[config.mk]
export PLATFORM = sky130hd
export DESIGN_NAME = router_pkt_reader
export DESIGN_NICKNAME = d
export VERILOG_FILES = /design/src/rtl/router_pkt_reader.sv
export SDC_FILE = /design/constraint.sdc
export NUM_CORES = 1
export LEC_CHECK = 0
export BUFFER_PORTS_ARGS = -buffer_cell sky130_fd_sc_hd__buf_4
export CAP_MARGIN = 5
export CORE_UTILIZATION = 26
export DETAILED_ROUTE_END_ITERATION = 6
export GPL_TIMING_DRIVEN = 1
export MAX_ROUTING_LAYER = met4
export PLACE_DENSITY = 0.44
export SYNTH_ARGS = -nofsm -noshare
export SYNTH_HDL_FRONTEND = slang
export SYNTH_SLANG_ARGS = --single-unit
export TNS_END_PERCENT = 20
[constraint.sdc]
create_clock -name clk -period 2.6 [get_ports clk]
set_input_delay 0.52 -clock clk [delete_from_list [all_inputs] [get_ports clk]]
set_output_delay 0.52 -clock clk [all_outputs]
set_load 0.05 [all_outputs]
[src/rtl/router_pkt_reader.sv]
// Destination-side packet reader for one router output port: drains the port FIFO,
// streams the payload, and checks parity, destination address and truncation.
module router_pkt_reader #(
    parameter logic [1:0] PORT_ID   = 2'd0,
    parameter int         START_DLY = 0,
    parameter int         TIMEOUT   = 32
) (
    input  logic        clk,
    input  logic        rst,
    input  logic        vld_out,
    input  logic [7:0]  din,
    output logic        re,
    output logic [7:0]  pkt_data,
    output logic        pkt_data_vld,
    output logic        sop,
    output logic        eop,
    output logic        pkt_done,
    output logic [5:0]  pkt_len,
    output logic        parity_err,
    output logic        addr_err,
    output logic        trunc_err,
    output logic        busy,
    output logic [15:0] pkt_count
);

    typedef enum logic [1:0] {
        IDLE = 2'd0,
        HDR  = 2'd1,
        BODY = 2'd2,
        DONE = 2'd3
    } state_t;

    localparam logic [4:0] DLY_LAST   = 5'(START_DLY);
    localparam logic [7:0] STALL_LAST = 8'(TIMEOUT - 1);

    state_t      state_reg;
    state_t      state_next;
    logic        rd_pend_reg;
    logic [4:0]  dly_cnt_reg;
    logic [6:0]  issue_reg;
    logic [5:0]  remain_reg;
    logic        first_reg;
    logic [7:0]  parity_reg;
    logic        addr_chk_reg;
    logic [7:0]  stall_cnt_reg;

    logic        accept;
    logic        dly_hit;
    logic        stall_hit;
    logic        hdr_byte;
    logic        payload_byte;
    logic        parity_byte;
    logic        abort;

    assign accept    = re & vld_out;
    assign dly_hit   = (dly_cnt_reg == DLY_LAST);
    assign stall_hit = (stall_cnt_reg == STALL_LAST);
    assign busy      = (state_reg != IDLE);

    // Next-state and read-enable; re is qualified by rst so nothing is popped while held in reset.
    always_comb begin
        state_next   = state_reg;
        re           = 1'b0;
        hdr_byte     = 1'b0;
        payload_byte = 1'b0;
        parity_byte  = 1'b0;
        abort        = 1'b0;
        case (state_reg)
            IDLE: begin
                if (vld_out && dly_hit && rst) begin
                    re         = 1'b1;
                    state_next = HDR;
                end
            end
            HDR: begin
                if (rd_pend_reg) begin
                    hdr_byte   = 1'b1;
                    state_next = BODY;
                end
            end
            BODY: begin
                re = vld_out && (issue_reg != 7'd0) && rst;
                if (rd_pend_reg && (remain_reg == 6'd0)) begin
                    parity_byte = 1'b1;
                    state_next  = DONE;
                end else if (!vld_out && stall_hit) begin
                    abort      = 1'b1;
                    state_next = IDLE;
                end else if (rd_pend_reg) begin
                    payload_byte = 1'b1;
                end
            end
            DONE: begin
                state_next = IDLE;
            end
            default: begin
                state_next = IDLE;
            end
        endcase
    end

    always_ff @(posedge clk or negedge rst) begin
        if (!rst) begin
            state_reg <= IDLE;
        end else begin
            state_reg <= state_next;
        end
    end

    always_ff @(posedge clk or negedge rst) begin
        if (!rst) begin
            rd_pend_reg   <= 1'b0;
            dly_cnt_reg   <= '0;
            issue_reg     <= '0;
            remain_reg    <= '0;
            first_reg     <= 1'b0;
            parity_reg    <= '0;
            addr_chk_reg  <= 1'b0;
            stall_cnt_reg <= '0;
            pkt_data      <= '0;
            pkt_data_vld  <= 1'b0;
            sop           <= 1'b0;
            eop           <= 1'b0;
            pkt_done      <= 1'b0;
            pkt_len       <= '0;
            parity_err    <= 1'b0;
            addr_err      <= 1'b0;
            trunc_err     <= 1'b0;
            pkt_count     <= '0;
        end else begin
            rd_pend_reg  <= accept;
            pkt_data_vld <= 1'b0;
            sop          <= 1'b0;
            eop          <= 1'b0;
            pkt_done     <= 1'b0;
            trunc_err    <= 1'b0;

            // Start delay restarts whenever vld_out drops before it expires.
            if ((state_reg == IDLE) && vld_out && !dly_hit) begin
                dly_cnt_reg <= dly_cnt_reg + 5'd1;
            end else begin
                dly_cnt_reg <= '0;
            end

            if (hdr_byte) begin
                parity_reg    <= din;
                addr_chk_reg  <= (din[1:0] != PORT_ID);
                issue_reg     <= {1'b0, din[7:2]} + 7'd1;
                remain_reg    <= din[7:2];
                pkt_len       <= din[7:2];
                first_reg     <= 1'b1;
                stall_cnt_reg <= '0;
            end

            if (state_reg == BODY) begin
                if (accept) begin
                    issue_reg     <= issue_reg - 7'd1;
                    stall_cnt_reg <= '0;
                end else if (!vld_out) begin
                    stall_cnt_reg <= stall_cnt_reg + 8'd1;
                end
            end

            if (payload_byte) begin
                parity_reg   <= parity_reg ^ din;
                pkt_data     <= din;
                pkt_data_vld <= 1'b1;
                sop          <= first_reg;
                eop          <= (remain_reg == 6'd1);
                remain_reg   <= remain_reg - 6'd1;
                first_reg    <= 1'b0;
            end

            if (parity_byte) begin
                pkt_done   <= 1'b1;
                parity_err <= (parity_reg != din);
                addr_err   <= addr_chk_reg;
                pkt_count  <= pkt_count + 16'd1;
            end

            if (abort) begin
                trunc_err <= 1'b1;
            end
        end
    end

endmodule
==> impl_metrics.prom <==
# TYPE chip_impl_metric gauge
chip_impl_metric{name="overflow",unit=""} 0
chip_impl_metric{name="dp_hpwl",unit="µm"} 6498
chip_impl_metric{name="proportion_of_layout_cells_with_a_drive_suffix_above_1",unit=""} 0.2512
chip_impl_metric{name="num_io_pins",unit=""} 50
chip_impl_metric{name="synthesis.area",unit="µm²"} 3820
chip_impl_metric{name="avgRoutedWirePerCell",unit="µm"} 15.37
chip_impl_metric{name="power.clock.fraction",unit=""} 0.296
chip_impl_metric{name="grt_max_degree",unit=""} 44
chip_impl_metric{name="place.detailed.instances",unit=""} 585
chip_impl_metric{name="multi_input_area",unit="µm²"} 1814
chip_impl_metric{name="data_arrival_time_of_the_critical_path",unit="ns"} 1.95
chip_impl_metric{name="crit_path_max_fanout",unit=""} 3
chip_impl_metric{name="numPortBuffers",unit=""} 49
chip_impl_info{name="rsz0062_at_grt",value="false"} 1
chip_impl_metric{name="numCtsBuffers",unit=""} 9
chip_impl_metric{name="antenna_found_initial",unit=""} 0
chip_impl_info{name="clockRootBuffer",value="clkbuf_16"} 1
chip_impl_metric{name="clkLatencyLatePin",unit="ns"} 0.34
chip_impl_metric{name="crit_required",unit="ns"} 2.08
chip_impl_metric{name="first_iter_violations",unit=""} 145
chip_impl_metric{name="final_max_slew_viol_count",unit=""} 0
chip_impl_metric{name="ctsHtreeMaxLevel",unit=""} 3
chip_impl_metric{name="area_of_all_placed_cells_without_fillers",unit="µm²"} 4802
chip_impl_metric{name="finalPower",unit="mW"} 4.860
chip_impl_metric{name="sequentialPowerShare",unit=""} 0.373
chip_impl_metric{name="synthToLayoutAreaGrowth",unit="%"} 25.71
chip_impl_metric{name="maxSlewHeadroom",unit=""} 0.5196
chip_impl_metric{name="timing_worst_slew_pin_value",unit="ns"} 0.7207
chip_impl_metric{name="synth_enable_flop_cells",unit=""} 0
chip_impl_metric{name="hold_buffers",unit=""} 0
chip_impl_metric{name="timing.final.hold_violations",unit=""} 0
chip_impl_info{name="status",value="completed"} 1
chip_impl_info{name="slowest_stage",value="or3b_4"} 1
chip_impl_metric{name="die_y",unit="µm"} 123.2
chip_impl_metric{name="globalplace.congestion",unit=""} 0.6964
chip_impl_metric{name="max_cap_violations",unit=""} 0
chip_impl_info{name="hold_class",value="input pin to async pin"} 1
chip_impl_metric{name="finalHoldWorstSlack",unit="ns"} 0.2470
chip_impl_metric{name="proportion_of_synthesized_flip_flops_having_asynchronous_set_or_reset",unit=""} 1.000
chip_impl_metric{name="final-instance-count-excl-fill",unit=""} 602
chip_impl_metric{name="critPathMaxStageDelay",unit="ns"} 0.39
chip_impl_info{name="critPathCaptureType",value="output port"} 1
chip_impl_info{name="tritoncts",value="yes"} 1
chip_impl_metric{name="power-per-cell-area",unit="nW/µm²"} 1012
chip_impl_metric{name="drt.antenna.violating_nets",unit=""} 0
chip_impl_metric{name="largest_register_ffs",unit=""} 16
chip_impl_metric{name="total_leakage_power",unit="nW"} 2.196
chip_impl_metric{name="timing.clock.skew",unit="ns"} 0.009515
chip_impl_metric{name="combPwrFrac",unit=""} 0.331
chip_impl_info{name="regToRegStartpoint",value="issue_reg[1]$_DFF_PN0_"} 1
chip_impl_info{name="synth_top_flop_cell",value="dfrtp_1"} 1
chip_impl_info{name="setup.worst_path.start",value="issue_reg[1]$_DFF_PN0_"} 1
chip_impl_metric{name="min_tclk_post_route",unit="ns"} 2.470
chip_impl_metric{name="drt-vias-per-instance",unit=""} 4.855
chip_impl_info{name="list_of_cells_traversed_by_the_critical_path",value="inv_1 > ha_4 > or3b_4 > o41ai_4 > o31ai_4 > buf_6"} 1
chip_impl_info{name="crit_family",value="compound AO/OA/AOI/OAI gates"} 1
chip_impl_metric{name="chipWidth",unit="µm"} 123.2
chip_impl_metric{name="cellInternalPower",unit="mW"} 3.036
chip_impl_metric{name="cts.sink_count",unit=""} 76
chip_impl_metric{name="sw_power",unit="mW"} 1.824
chip_impl_metric{name="fin_crit_sh",unit=""} 0.9502
chip_impl_metric{name="ir_drop",unit="mV"} 0.4100
chip_impl_metric{name="groute.usage.overall",unit=""} 0.1414
chip_impl_metric{name="synth_area_per_cell",unit="µm²"} 10.52
chip_impl_metric{name="antenna-diode-count",unit=""} 0
chip_impl_metric{name="coreArea",unit="µm²"} 14100
chip_impl_metric{name="synth.distinct_cells",unit=""} 63
chip_impl_metric{name="dr_vias",unit=""} 2923
chip_impl_metric{name="seq_area",unit="µm²"} 1902
chip_impl_metric{name="grt_pass1_wl",unit="µm"} 15480
chip_impl_metric{name="final_nets",unit=""} 437
chip_impl_info{name="critPathKind",value="flip-flop to output port"} 1
chip_impl_metric{name="netlist_instances",unit=""} 363
chip_impl_metric{name="netSwitchingFraction",unit=""} 0.3753
chip_impl_metric{name="yosys_warnings",unit=""} 0
chip_impl_metric{name="ys_seq_area_frac",unit=""} 0.4979
chip_impl_metric{name="drc_errors",unit=""} 0
chip_impl_metric{name="fmax",unit="GHz"} 0.4048
chip_impl_metric{name="fill_cells",unit=""} 1440
chip_impl_metric{name="postSynthRegisterBits",unit=""} 76
chip_impl_metric{name="routed_wirelength",unit="µm"} 9255
chip_impl_metric{name="syn_nets",unit=""} 383
chip_impl_metric{name="starting_density_of_the_core",unit=""} 0.2710
chip_impl_metric{name="finalSetupViolations",unit=""} 0
chip_impl_metric{name="num_rows",unit=""} 43
chip_impl_metric{name="clkTransAtPathRegs",unit="ns"} 0.06
chip_impl_metric{name="die_footprint",unit="µm²"} 15180
chip_impl_metric{name="grt_pass1_vias",unit=""} 2972
chip_impl_metric{name="clock_path_buffers",unit=""} 2
chip_impl_metric{name="dpl-instance-area",unit="µm²"} 4424
chip_impl_metric{name="critPathBufInv",unit=""} 2
chip_impl_metric{name="drt_first_pass_iters",unit=""} 4
chip_impl_info{name="timing.critical_path.from_type",value="flip-flop"} 1
chip_impl_info{name="registers.top_by_ff_count",value="pkt_count"} 1
chip_impl_metric{name="setup-tns-final",unit="ns"} 0
==> power groups by stage <==
stage / Sequential (mW) / Clock (mW) / Combinational (mW)
detailed placement: 1.83 / 0 / 1.60
CTS: 1.81 / 1.48 / 1.63
finish: 1.81 / 1.44 / 1.61
global route: 1.86 / 1.53 / 1.77
global placement: 1.82 / 0 / 1.58
floorplan: 2.14 / 0 / 0.792
==> final cells by class <==
cell class                 instances  share of cell area
sequential                        76              0.3960
multi-input combinational        254              0.3778
timing repair buffer              62             0.09771
clock buffer                       9             0.04690
tap                              180             0.04690
clock inverter                     7             0.02371
inverter                          14             0.01094
==> worst register-to-register path, cell delays in order, from the launching register on <==
cell and delay [ns]:
dfrtp_1 0.37, inv_1 0.11, ha_4 0.14, or3b_4 0.39, buf_4 0.16, o41a_1 0.49
a32oi_1 0.28, o211a_1 0.17
==> what timing repair did <==
action / 4_1_cts / 5_1_grt
cloned: 0 / 0
setup endpoints to repair: 1 / 1
resized for setup: 7 / 0
pin swaps: 1 / 1
setup buffers: 1 / 0
==> path summary, 6_finish.rpt <==
| kind | endpoint | cells after the start | slack, ns |
|---|---|---|---|
| hold / removal | parity_reg[6]$_DFFE_PN0P_ | 2 | 0.25 |
| setup reg to reg | issue_reg[3]$_DFF_PN0_ | 7 | 0.45 |
| min in group clk | parity_reg[0]$_DFFE_PN0P_ | 2 | 0.45 |
| max in group asynchronous | trunc_err$_DFF_PN0_ | 2 | 1.90 |
| hold reg to reg | addr_chk_reg$_DFFE_PN0P_ | 2 | 0.47 |
| setup / recovery | re | 6 | 0.13 |
==> stage by stage <==
step             util  worst slack [ns]
2_1_floorplan       -           0.07077
3_3_place_gp   0.3139            0.3608
3_5_place_dp   0.3139            0.3231
4_1_cts        0.3407           0.01798
5_1_grt        0.3407           0.01841
6_report       0.3407            0.1296
==> logic make-up (layout without fill, tap and decap cells) <==
group                    Yosys count  after routing  share of synthesized area
flip-flops                        76             76                     0.4979
multiplexers                      14             14                    0.04062
buffers and inverters             33             92                    0.03570
AND/OR/NAND/NOR                  135            135                     0.1916
XOR/XNOR                          33             33                    0.07566
AO/OA/AOI/OAI                     63             63                     0.1291
adder cells (fa/ha/maj)            9              9                    0.02948
==> cell usage in the layout, fill, tap and decap left out, types with 5 or more instances in the layout <==
cell,count
xor2_1,14
a31oi_1,5
nand3_1,17
o21ai_0,7
buf_4,61
inv_1,12
dfrtp_1,76
and3_1,5
nor2_1,26
a21oi_1,9
clkbuf_16,9
nor3_1,7
nand4_1,7
nor4_1,8
mux2_2,9
o211ai_1,5
xnor2_1,19
ha_1,8
nand2_1,36
==> synthesized netlist by cell type, drive strengths merged (5+ instances only) <==
library cell  number  area share
clkbuf            13       0.013
buf                6      0.0092
nor4              10       0.022
ha                 9       0.029
and3               5      0.0082
inv               14       0.014
nand4              7       0.011
o211ai             6       0.013
xnor2             19       0.044
dfrtp             76        0.50
a31oi              5      0.0082
a21oi              9       0.012
xor2              14       0.032
nor3               8       0.012
o21ai              9       0.013
nand2             37       0.037
nor2              26       0.026
mux2              12       0.035
nand3             17       0.022
==> metal layers <==
metal  GRT usage  wire [µm]
met1      0.1751       4341
met2      0.2189       4432
met3     0.02306        251
met4     0.07982        229
met5           -          0
Note: power is estimated with default switching activity, not from simulation.
